[config.mk]
export PLATFORM = sky130hd
export DESIGN_NAME = systolic_ctrl
export DESIGN_NICKNAME = d
export VERILOG_FILES = /design/src/rtl/systolic_ctrl.sv
export SDC_FILE = /design/constraint.sdc
export NUM_CORES = 1
export LEC_CHECK = 0
export ABC_AREA = 1
export CAP_MARGIN = 40
export CORE_ASPECT_RATIO = 1.2
export CORE_MARGIN = 8
export CORE_UTILIZATION = 35
export CTS_BUF_LIST = sky130_fd_sc_hd__clkbuf_4 sky130_fd_sc_hd__clkbuf_8 sky130_fd_sc_hd__clkbuf_16
export CTS_CLUSTER_DIAMETER = 40
export DETAILED_ROUTE_END_ITERATION = 16
export HOLD_SLACK_MARGIN = 0.08
export REMOVE_ABC_BUFFERS = 1
export SKIP_CTS_REPAIR_TIMING = 1
export SLEW_MARGIN = 0
export SYNTH_ARGS = -nofsm -noshare
export SYNTH_HDL_FRONTEND = slang
export SYNTH_SLANG_ARGS = --single-unit
[constraint.sdc]
create_clock -name clk -period 2.54 [get_ports clk]
set_clock_uncertainty 0.1 [all_clocks]
set_input_delay 0.254 -clock clk [delete_from_list [all_inputs] [get_ports clk]]
set_output_delay 0.254 -clock clk [all_outputs]
set_load 0.05 [all_outputs]
[src/rtl/systolic_ctrl.sv]
// Sequencing controller for an NxN systolic matmul array: flushes the PEs, emits the
// skewed per-lane A/B feed schedule for a K-deep product, waits out the drain, pulses done.
module systolic_ctrl #(
    parameter int N        = 2,
    parameter int K_MAX    = 16,
    parameter int PIPE_LAT = 3,
    parameter int KW       = $clog2(K_MAX + 1)
) (
    input  logic            clk,
    input  logic            rst,
    input  logic            start,
    input  logic [KW-1:0]   k_len,
    input  logic            abort,
    output logic            clear,
    output logic [N-1:0]    lane_valid,
    output logic [N*KW-1:0] lane_k,
    output logic            busy,
    output logic            done,
    output logic            err
);
    localparam int C_LEN = 2 * N - 2 + PIPE_LAT;
    localparam int D_LEN = N + PIPE_LAT - 2;
    localparam int F_MAX = K_MAX + N - 1;
    localparam int M1    = (C_LEN > D_LEN) ? C_LEN : D_LEN;
    localparam int M2    = (M1 > F_MAX) ? M1 : F_MAX;
    localparam int CW    = $clog2(M2 + 1);

    typedef enum logic [2:0] {IDLE, CLEAR, FEED, DRAIN, DONE} state_t;

    state_t            state_reg;
    logic [CW-1:0]     cnt_reg;
    logic [KW-1:0]     k_reg;
    logic              clear_reg;
    logic              busy_reg;
    logic              done_reg;
    logic              err_reg;
    logic [N-1:0]      lane_valid_reg;
    logic [N*KW-1:0]   lane_k_reg;

    logic [CW:0]       step_next;
    logic [CW:0]       feed_end;
    logic [N-1:0]      lane_valid_next;
    logic [N*KW-1:0]   lane_k_next;

    // Step index the lanes will present next cycle; 0 when FEED is about to be entered.
    assign step_next = (state_reg == FEED) ? ({1'b0, cnt_reg} + (CW+1)'(1)) : '0;
    assign feed_end  = (CW+1)'(k_reg) + (CW+1)'(N - 1) - (CW+1)'(1);

    genvar gi;
    generate
        for (gi = 0; gi < N; gi++) begin : g_lane
            localparam logic [CW:0] IDX = (CW+1)'(gi);
            logic [CW:0] rel;
            assign rel = step_next - IDX;
            assign lane_valid_next[gi] = (step_next >= IDX) && (rel < (CW+1)'(k_reg));
            assign lane_k_next[gi*KW +: KW] = lane_valid_next[gi] ? rel[KW-1:0] : '0;
        end
    endgenerate

    always_ff @(posedge clk) begin
        if (rst) begin
            state_reg      <= IDLE;
            cnt_reg        <= '0;
            k_reg          <= '0;
            clear_reg      <= 1'b0;
            busy_reg       <= 1'b0;
            done_reg       <= 1'b0;
            err_reg        <= 1'b0;
            lane_valid_reg <= '0;
            lane_k_reg     <= '0;
        end else begin
            done_reg <= 1'b0;
            err_reg  <= 1'b0;
            case (state_reg)
                IDLE: begin
                    if (start && !abort) begin
                        if ({1'b0, k_len} <= (KW+1)'(K_MAX)) begin
                            k_reg     <= k_len;
                            cnt_reg   <= '0;
                            clear_reg <= 1'b1;
                            busy_reg  <= 1'b1;
                            state_reg <= CLEAR;
                        end else begin
                            err_reg <= 1'b1;
                        end
                    end
                end
                CLEAR: begin
                    if (abort) begin
                        state_reg <= IDLE;
                        clear_reg <= 1'b0;
                        busy_reg  <= 1'b0;
                        cnt_reg   <= '0;
                    end else if (cnt_reg == CW'(C_LEN - 1)) begin
                        clear_reg <= 1'b0;
                        cnt_reg   <= '0;
                        if (k_reg == '0) begin
                            busy_reg  <= 1'b0;
                            done_reg  <= 1'b1;
                            state_reg <= DONE;
                        end else begin
                            lane_valid_reg <= lane_valid_next;
                            lane_k_reg     <= lane_k_next;
                            state_reg      <= FEED;
                        end
                    end else begin
                        cnt_reg <= cnt_reg + CW'(1);
                    end
                end
                FEED: begin
                    if (abort) begin
                        state_reg      <= IDLE;
                        busy_reg       <= 1'b0;
                        cnt_reg        <= '0;
                        lane_valid_reg <= '0;
                        lane_k_reg     <= '0;
                    end else if ({1'b0, cnt_reg} == feed_end) begin
                        lane_valid_reg <= '0;
                        lane_k_reg     <= '0;
                        cnt_reg        <= '0;
                        if (D_LEN == 0) begin
                            busy_reg  <= 1'b0;
                            done_reg  <= 1'b1;
                            state_reg <= DONE;
                        end else begin
                            state_reg <= DRAIN;
                        end
                    end else begin
                        cnt_reg        <= cnt_reg + CW'(1);
                        lane_valid_reg <= lane_valid_next;
                        lane_k_reg     <= lane_k_next;
                    end
                end
                DRAIN: begin
                    if (abort) begin
                        state_reg <= IDLE;
                        busy_reg  <= 1'b0;
                        cnt_reg   <= '0;
                    end else if (cnt_reg == CW'(D_LEN - 1)) begin
                        cnt_reg   <= '0;
                        busy_reg  <= 1'b0;
                        done_reg  <= 1'b1;
                        state_reg <= DONE;
                    end else begin
                        cnt_reg <= cnt_reg + CW'(1);
                    end
                end
                DONE: begin
                    state_reg <= IDLE;
                end
                default: begin
                    state_reg <= IDLE;
                end
            endcase
        end
    end

    assign clear      = clear_reg;
    assign busy       = busy_reg;
    assign done       = done_reg;
    assign err        = err_reg;
    assign lane_valid = lane_valid_reg;
    assign lane_k     = lane_k_reg;

endmodule

# After elaboration in Yosys (flattened, before gate mapping)
# Index checks and enable logic that the tools add are counted.
# classes
n_addsub	5
n_mul	0
div	0
n_lt_le_gt_ge	5
n_eq_ne	16
shift	0
muxes	53
n_bitwise	2
reduce_logical	16
# op_table
cell	n
2-to-1 mux 10 bit	5
2-to-1 mux 5 bit	10
2-to-1 mux 3 bit	9
one-hot mux 10 bit (2 select lines)	1
one-hot mux 5 bit (4 select lines)	1
2-to-1 mux 1 bit	16
adder 5 x 1 -> 6 bit (second input constant)	2
greater-or-equal comparator 6 x 1 -> 1 bit (second input constant)	2
less-than comparator 6 x 5 -> 1 bit	2
!= test 2 bit (second input constant)	6
one-hot mux 3 bit (4 select lines)	1
subtractor 6 x 1 -> 6 bit (second input constant)	2
2-to-1 mux 2 bit	5
!= test 3 bit (second input constant)	3
AND reduction 4 bit	2
AND reduction 7 bit	1
equality test 3 x 2 -> 1 bit (second input constant)	2
equality test 5 x 6 -> 1 bit	1
2-to-1 mux 6 bit	1
AND reduction 3 bit	2
adder 5 x 1 -> 5 bit (second input constant)	1
equality test 5 x 2 -> 1 bit (second input constant)	1
equality test 5 x 3 -> 1 bit (second input constant)	1
<= comparator 5 bit (second input constant)	1
14 further kinds	19
# totals
ff_bits	29
latchBits	0
ramBits	0
mem_bits_ro	0
inputBits	9
mem_count	0

# Depth between registers and ports, before layout
# logic_depth
word_depth	10
mapped_depth	17

# Least setup slack after synthesis
# Ideal clock, no wire load.
# synth_path
kind	register to register
startpoint	register cnt_reg[0]
endpoint	register lane_k_reg[5] (netlist: lane_k[5])
arrival_ps	2105
setup_slack_ps	265
stages_incl_launch_ff	15
path_buffers	0
period_less_slack_ps	2275
cell_sequence	dfxtp_1 inv_1 ha_1 nand3_1 nand2_2 nor2_4 inv_1 nand2_1 nand2_1 ha_1 a21oi_1 nand2_1 nand2_1 nand4_1 a21oi_1
# synth_via
elab_chain_len	10
elab_cells_between_ends	17
# synth_lines
item	line	text
from (decl)	31	logic [CW-1:0] cnt_reg;
from (signal assigned)	107	cnt_reg <= cnt_reg + CW'(1);
from (signal assigned)	129	cnt_reg <= cnt_reg + CW'(1);
from (signal assigned)	145	cnt_reg <= cnt_reg + CW'(1);
adder 5 x 1 -> 6 bit	46	assign step_next = (state_reg == FEED) ? ({1'b0, cnt_reg} + (CW+1)'(1)) : '0;
2-to-1 mux 6 bit	46	
subtractor 6 x 1 -> 6 bit	54	assign rel = step_next - IDX;
less-than comparator 6 x 5 -> 1 bit	55	assign lane_valid_next[gi] = (step_next >= IDX) && (rel < (CW+1)'(k_reg));
logical AND 1 bit	55	
2-to-1 mux 5 bit	56	assign lane_k_next[gi*KW +: KW] = lane_valid_next[gi] ? rel[KW-1:0] : '0;
2-to-1 mux 10 bit	97	if (k_reg == '0) begin
2-to-1 mux 10 bit	94	end else if (cnt_reg == CW'(C_LEN - 1)) begin
2-to-1 mux 10 bit	89	if (abort) begin
one-hot mux 10 bit (2 select lines)	74	case (state_reg)
to (signal assigned)	103	lane_k_reg <= lane_k_next;
to (signal assigned)	131	lane_k_reg <= lane_k_next;
to (decl)	38	logic [N*KW-1:0] lane_k_reg;
# Parallel ways exist; a longest one is shown, timed or not. The select of a mux whose other input is x is not followed.
# A chain may end at the register's enable or synchronous reset.

# Final worst setup path
# layout_path
startpoint	register cnt_reg[0]
endpoint	register lane_k_reg[7] (netlist: lane_k[7])
# Same word-level chain as after synthesis.

==> metrics.txt <==
Placed Area 2190 sq um; initial antenna violation count 0; number of flip-flops in the largest register 10; total negative slack 0 ps; sequential share of the synthesized area 0.313; drt pass-1 iters 4; CP arrival 2430 ps; Cell Int Power 0.744 mW; post-route minimum period 2320 ps; final core utilization 0.442; Syn Area/Cell 6.89 sq um; cell with the most instances after synthesis nand2_1; switching power share of the total 0.279; Reg clk slew, reported paths 60 ps; Reg power frac 0.459; asr flop ratio synth 0; first-pass GRT wire length 8.30 mm; routed vias/inst 5.13; final antenna-violating net count 0; GR Util All Layers 0.136; final setup violation count 0; Tcrit/Tclk final 0.912; row cnt 29; Crit Path Class flip-flop to flip-flop; Core Box Area 5190 sq um; worst hold path class flip-flop to flip-flop; Port-buffer cells 24; synthesized area 1850 sq um; fin cells 364; Clock Sink Count 29; run status completed; Hold Fails Final Rpt 0; clock power share 0.383; final WL a little over 5 mm; Max Cap Viol 0; DR DRC count 0; Net Sw Power 0.288 mW; ys flop type dfxtp_1; clock latency on the worst-skew pair 280 ps; RSZ-0062 raised after global routing false; global route total overflow 0; clock tree root driver cell clkbuf_8; layout cells sized above 1 0.146; post-synth top area share 0.313; Num CTS Buffers 5; Starting Density 0.357; crit end category flip-flop; Design Area, Final roughly 2300 sq um; ant diodes 0; Routability Congestion 0.917; vias in the first global route 1,748; Pleak 0.952 nW; Slew Limit Fails 0; synthesized flop and latch total 29; area grow syn2layout 23.7%; die width 82.4 microns; critical path required time about 2700 ps; startpoint types flip-flop; Post-Syn Instances between 200 and 300; pin count of the biggest net entering global routing 24; number of nets in the layout 319; WL/cell 13.8 microns; DR vias ~1,900; Highest Clock Rate between 400 and 500 MHz; ranking of synthesized cells by area dfxtp_1, nand2_1, a21oi_1, inv_1, nand4_1; Die Ht 95.7 microns; Clock Tree Buf Depth 2; CTS tree done; CTS H-tree lvls 2; Worst Path Max Fanout 8; IO Count 25; Slew HR 0.622; biggest area consumer among synthesized cells dfxtp_1; power per cell area 450 nW/um^2; Worst Tran Pin Value about 560 ps; Synth cell types 31; Post-synth EDFFs 0; post-DP HPWL 3.93 mm; Max VDD drop 0.000197 V; Commonest cells post-synth nand2_1, inv_1, a21oi_1, dfxtp_1, nand4_1; Die ar. ~7900 sq um; Gate power share 0.158; DP Cell Count ~360; drt initial violations 102; synth warn 0
metrics by stage:
| step | setup slack (ps) | hold slack (ps) | power [mW] |
|---|---|---|---|
| after floorplan | 264 | 223 | 0.585 |
| after CTS | 58.6 | 366 | 1.04 |
| after global placement | 154 | 351 | 0.646 |
| final | 224 | 362 | 1.03 |
| after global routing | 3.97 | 381 | 1.09 |
| after detailed placement | 70.1 | 356 | 0.646 |
worst max-delay path: stages (launching register included):
cell	delay, ps
dfxtp_4	380
inv_1	60
ha_1	320
nand3_2	110
nand2_2	90
nor2_4	120
inv_1	70
nand2_1	60
nand2_1	60
ha_1	290
a21oi_1	130
nand2_1	70
nand2_2	110
nand4_1	140
a21oi_2	130
metal layers:
layer / track usage / share of wire / up-vias
met4: 0.0762 / 0.040 / 0
li1: - / - / 957
met2: 0.239 / 0.49 / 37
met5: 0 / 0 / -
met3: 0.0280 / 0.039 / 10
met1: 0.147 / 0.43 / 864
path summary, 6_finish.rpt:
path / startpoint / to / slack (ps) / cells after the start
min reg2reg: lane_k[4] / lane_k[4] / 360 / 2
max reg2reg: cnt_reg[0] / lane_k[7] / 220 / 14
min: lane_k[4] / lane_k[4] / 360 / 2
max: cnt_reg[0] / lane_k[7] / 220 / 14
final cells by class:
type / instances / area, sq um
clock buffer: 8 / 91.3
fill: 566 / 2900
inverter: 36 / 140
multi-input combinational: 199 / 1110
sequential: 29 / 586
tap: 62 / 77.6
timing repair buffer: 30 / 285
logic make-up after synthesis:
family | synth area share
adders and majority gates | 0.0607
buffers and inverters | 0.0924
AOI/OAI and AO/OA | 0.136
and+or+nand+nor | 0.393
DFF | 0.313
xor gates and xnor gates | 0.00472
power by group through the flow:
stage	logic [mW]	clock network, mW	registers [mW]
floorplan	0.0931	0	0.492
global placement	0.162	0	0.484
detailed placement	0.162	0	0.484
CTS	0.163	0.408	0.474
global route	0.181	0.430	0.475
finish	0.163	0.396	0.474
cells in the final DEF, fill, tap and decap left out, types with 2 or more instances in the layout:
master           count
nand4_1             19
nand2_4              2
o21ai_0              8
o21ai_1              4
nor2_4               4
buf_4                6
inv_2                3
nor2_1              15
nor2_2               2
clkdlybuf4s50_1     24
clkbuf_8             5
dfxtp_1             27
ha_1                 9
nand2_2              7
nand3_1             12
nand2_1             71
inv_1               32
nor3_1               3
clkbuf_4             3
a21oi_1             28
nand3_2              5
(Power assumes the default switching activity.)
==> RTL edit 1: new RTL, same flow settings <==
Register the output `lane_valid` once more, with the module's reset; this adds one clock of latency there. The other outputs are not delayed to match.
--- a/src/rtl/systolic_ctrl.sv
+++ b/src/rtl/systolic_ctrl.sv
@@ -159,7 +159,13 @@
     assign busy       = busy_reg;
     assign done       = done_reg;
     assign err        = err_reg;
-    assign lane_valid = lane_valid_reg;
+    always_ff @(posedge clk) begin
+        if (rst) begin
+            lane_valid <= '0;
+        end else begin
+            lane_valid <= lane_valid_reg;
+        end
+    end
     assign lane_k     = lane_k_reg;
 
 endmodule
Check against the original RTL: not equivalent (a bounded check fails within 10 cycles, from zero or initial values and one cycle with rst high).
==> RTL edit 1 against the original RTL <==
- count of clock-buffer cells in the layout stayed put
- setup slack better by 0.028 ns
- die area up 0.55%
- first-iteration DRC count is 17% lower
- synthesized area increased by 0.67%
- final area fell by 0.11%
- sequential cell count increased by 2
- routed wire length down 11%
Power is not compared: it rests on default switching activity, and its combinational part moved more than twofold at a synthesized area within 25%.
==> RTL edit 1: results (changes against the original RTL) <==
Clock network
  – H-tree depth: 2 (unchanged)
  – Skew-Pair Late Insertion Delay: 0.28 ns (about the same)
  – Num CTS Buffers: 5 (unchanged)
  – Root buffer cell: clkbuf_8 (unchanged)
  – Clk slew on worst S/H paths: approximately 0.070 ns

Routing
  – DR iter-0 viols: 85 (was 102)
  – DR vias: 1773 (was 1868)
  – Avg WL per Cell: 12.2 um (was 13.8 um)

Logic synthesis
  – Register area share after synthesis: 0.332 (was 0.313)
  – Average cell area after synthesis: 6.74 um^2 (was 6.89 um^2)
  – Adder-Cell Fraction of Synth Area: 0.0603 (was 0.0607)
  – Synth top area share: 0.332 (was 0.313)
  – Xor-xnor portion of the synthesized cell area: 0.00469 (was 0.00472)
  – Compound-Gate Fraction of Synth Area: 0.0938 (was 0.136)
  – Ranking of synthesized cells by area: dfxtp_1 (33%), nand2_1 (16%), inv_1 (6.4%) (was dfxtp_1 (31%), nand2_1 (15%), a21oi_1 (7.8%))
  – Synth unique cells: 28 (was 31)
  – Most instantiated cells after synthesis: nand2_1 (82), inv_1 (32), dfxtp_1 (31) (was nand2_1 (72), inv_1 (32), a21oi_1 (29), dfxtp_1 (29), nand4_1 (19))
  – Ys Warns: 0 (unchanged)

Placed design
  – # placed instances: 361 (was 356)
  – Final GP Congestion: 0.919 (was 0.917)
  – Pre-CTS setup slack: 0.137 ns (was 0.0701 ns)
  – DP Area: 2180 um^2 (was 2190 um^2)
  – Port-buffer cells: 24 (unchanged)
  – Hpwl dp: 3630 um (was 3930 um)

Timing
  – Slew headroom: 0.666 (was 0.622)
  – Final period utilization: 0.901 (was 0.912)

GRT
  – Number of global-route vias before repair: 1638 (was 1748)
  – GRT Total Usage: 0.122 (was 0.136)
  – Largest net degree at the start of global routing: 12 (was 24)
  – First-pass GRT wire length: 7480 um (was 8300 um)

Critical path
  – RR Endpoint: lane_k[9] (was lane_k[7])
  – Family with the most delay on the worst path: adder cells (was simple AND/OR/NAND/NOR gates)
  – CP Max Fanout: 7 (was 8)
  – Max stage delay on crit path: 0.42 ns (was 0.38 ns)
  – Slowest cell on the critical path: dfxtp_2 (was dfxtp_4)
  – R2r setup slk: 0.25 ns (was 0.22 ns)

Outcome
  – Run status: finished, final reports clean (unchanged)

Pwr
  – Clock group total power: 0.000437 W
  – Internal: 0.00106 W
  – Switching power total: around 0.00078 W
  – Leakage Power: 1.04 nW

Final layout
  – Non-Filler Instances: 369 (was 364)
  – Share of cells above drive strength 1: 0.147 (was 0.146)
  – Max FFs per register: 10 (unchanged)
  – Design Area, Final: 2290 um^2 (about the same)
  – Nets: 324 (was 319)

Worst hold path
  – Hold wc startpoint: lane_valid_reg[1] (was lane_k[4])
  – Hold depth: 2 (unchanged)
RTL edit 1: cell count changes in the layout (fill, tap and decap cells not counted), sizes merged, moves of 8 or more:
cell   before  now
nand2      80   90
nand3      18   26
nand4      19    9
nor2       22   34
a21oi      30   14
RTL edit 1: cells by family (layout without fill, tap and decap cells):
group                      Yosys count  after routing
and+or+nand+nor                    162            162
adders and majority gates            9              9
AOI/OAI and AO/OA                   30             30
buffers and inverters               44             74
DFF                                 31             31
xor gates and xnor gates             1              1
RTL edit 1: layout make-up:
type                            instances  area [um^2]
Multi-Input combinational cell        202         1080
Clock buffer                            8          104
Tap cell                               62         77.6
Fill cell                             571         2930
Timing Repair Buffer                   26          255
Sequential cell                        31          622
Inverter                               40          151
RTL edit 1: how the worst min path moves through the flow:
stage | end
after floorplan | busy
after global placement | lane_valid[1]
after detailed placement | lane_valid[1]
after CTS | lane_valid[1]
after global routing | lane_valid[0]
final | lane_valid[1]
RTL edit 1: per-layer routing:
| layer | vias to the layer above | part of all wire | global-route usage |
|---|---|---|---|
| li1 | 944 | - | - |
| met1 | 795 | 0.44 | 0.141 |
| met2 | 26 | 0.49 | 0.205 |
| met3 | 8 | 0.049 | 0.0364 |
| met4 | 0 | 0.019 | 0.0490 |
| met5 | - | 0 | 0 |
RTL edit 1: stage by stage:
stage / util / hold slack (ns)
global placement: 0.416 / 0.306
CTS: 0.436 / 0.324
floorplan: - / 0.223
global route: 0.438 / 0.343
finish: 0.438 / 0.320
detailed placement: 0.416 / 0.312
==> RTL edit 2: new RTL, same settings <==
Made on the original files. The parameter `PIPE_LAT` goes from 3 to 2.
--- a/src/rtl/systolic_ctrl.sv
+++ b/src/rtl/systolic_ctrl.sv
@@ -3,7 +3,7 @@
 module systolic_ctrl #(
     parameter int N        = 2,
     parameter int K_MAX    = 16,
-    parameter int PIPE_LAT = 3,
+    parameter int PIPE_LAT = 2,
     parameter int KW       = $clog2(K_MAX + 1)
 ) (
     input  logic            clk,
Function: changed (a bounded check fails within 10 cycles, from zero or initial values and one cycle with rst high).
==> RTL edit 2 against the original RTL <==
- sequential cell count did not move
- critical endpoint unchanged
- synthesized area rose by 3.2%
- routed wire length fell by 2.5%
- largest cell class unchanged
- setup slack improved by 0.028 ns
- final area rose by 3.2%
- first-iteration DRC count fell by 44%
Power is not compared: it rests on default switching activity, and its combinational part moved more than twofold at a synthesized area within 25%.
==> RTL edit 2: results (changes against the original RTL) <==
Placed design
  – DP Area: 2220 um^2 (was 2190 um^2)
  – # placed instances: 350 (was 356)
  – Final GP Congestion: 0.904 (was 0.917)
  – Hpwl dp: 3860 um (was 3930 um)

Routing
  – Avg WL per Cell: 13.7 um (was 13.8 um)
  – DR WL met3: 226 um (was 198 um)
  – WL met2: 2400 um (was 2480 um)

Critical path
  – CP Max Fanout: 7 (was 8)
  – R2r setup slk: 0.25 ns (was 0.22 ns)
  – Worst Reg2Reg Path Length in Cells: 16 (was 14)

Final layout
  – Nets: 312 (was 319)
  – FILL cells: 571 (was 566)
  – Share of cells above drive strength 1: 0.213 (was 0.146)

Logic synthesis
  – Register area share after synthesis: 0.303 (was 0.313)
  – Xor-xnor portion of the synthesized cell area: 0.00916 (was 0.00472)
  – Most instantiated cells after synthesis: nand2_1 (66), dfxtp_1 (29), a21oi_1 (27) (was nand2_1 (72), inv_1 (32), a21oi_1 (29), dfxtp_1 (29), nand4_1 (19))
  – Synth unique cells: 32 (was 31)
  – Average cell area after synthesis: 7.22 um^2 (was 6.89 um^2)
  – Compound-Gate Fraction of Synth Area: 0.135 (was 0.136)
  – Adder-Cell Fraction of Synth Area: 0.0523 (was 0.0607)

GRT
  – Largest net degree at the start of global routing: 21 (was 24)
  – GRT Total Usage: 0.129 (was 0.136)
  – Number of global-route vias before repair: 1835 (was 1748)
  – First-pass GRT wire length: 8770 um (was 8300 um)
  – Met1 usage: 0.143 (was 0.147)

Timing
  – Worst-margin pin slew: 0.575 ns (was 0.564 ns)

Outcome
  – Run status: finished, final reports clean (unchanged)
[RTL edit 2: stage by stage]
| step | util | total power [W] |
|---|---|---|
| 2_1_floorplan | - | 0.00120 |
| 3_3_place_gp | 0.420 | 0.00143 |
| 3_5_place_dp | 0.420 | 0.00144 |
| 4_1_cts | 0.442 | 0.00196 |
| 5_1_grt | 0.447 | 0.00212 |
| 6_report | 0.447 | 0.00196 |
[RTL edit 2: worst paths after layout]
path         startpoint        end
max          cnt_reg[1]  lane_k[7]
min           lane_k[7]  lane_k[7]
max reg2reg  cnt_reg[1]  lane_k[7]
min reg2reg   lane_k[7]  lane_k[7]
[RTL edit 2: area by class of cell]
class / instances / area [um^2] / share of cell area
timing repair buffer: 29 / 278 / 0.117
multi-input combinational: 195 / 1170 / 0.495
inverter: 35 / 134 / 0.0566
clock buffer: 7 / 90.1 / 0.0381
tap: 62 / 77.6 / 0.0328
clock inverter: 1 / 30.0 / 0.0127
sequential: 29 / 586 / 0.247
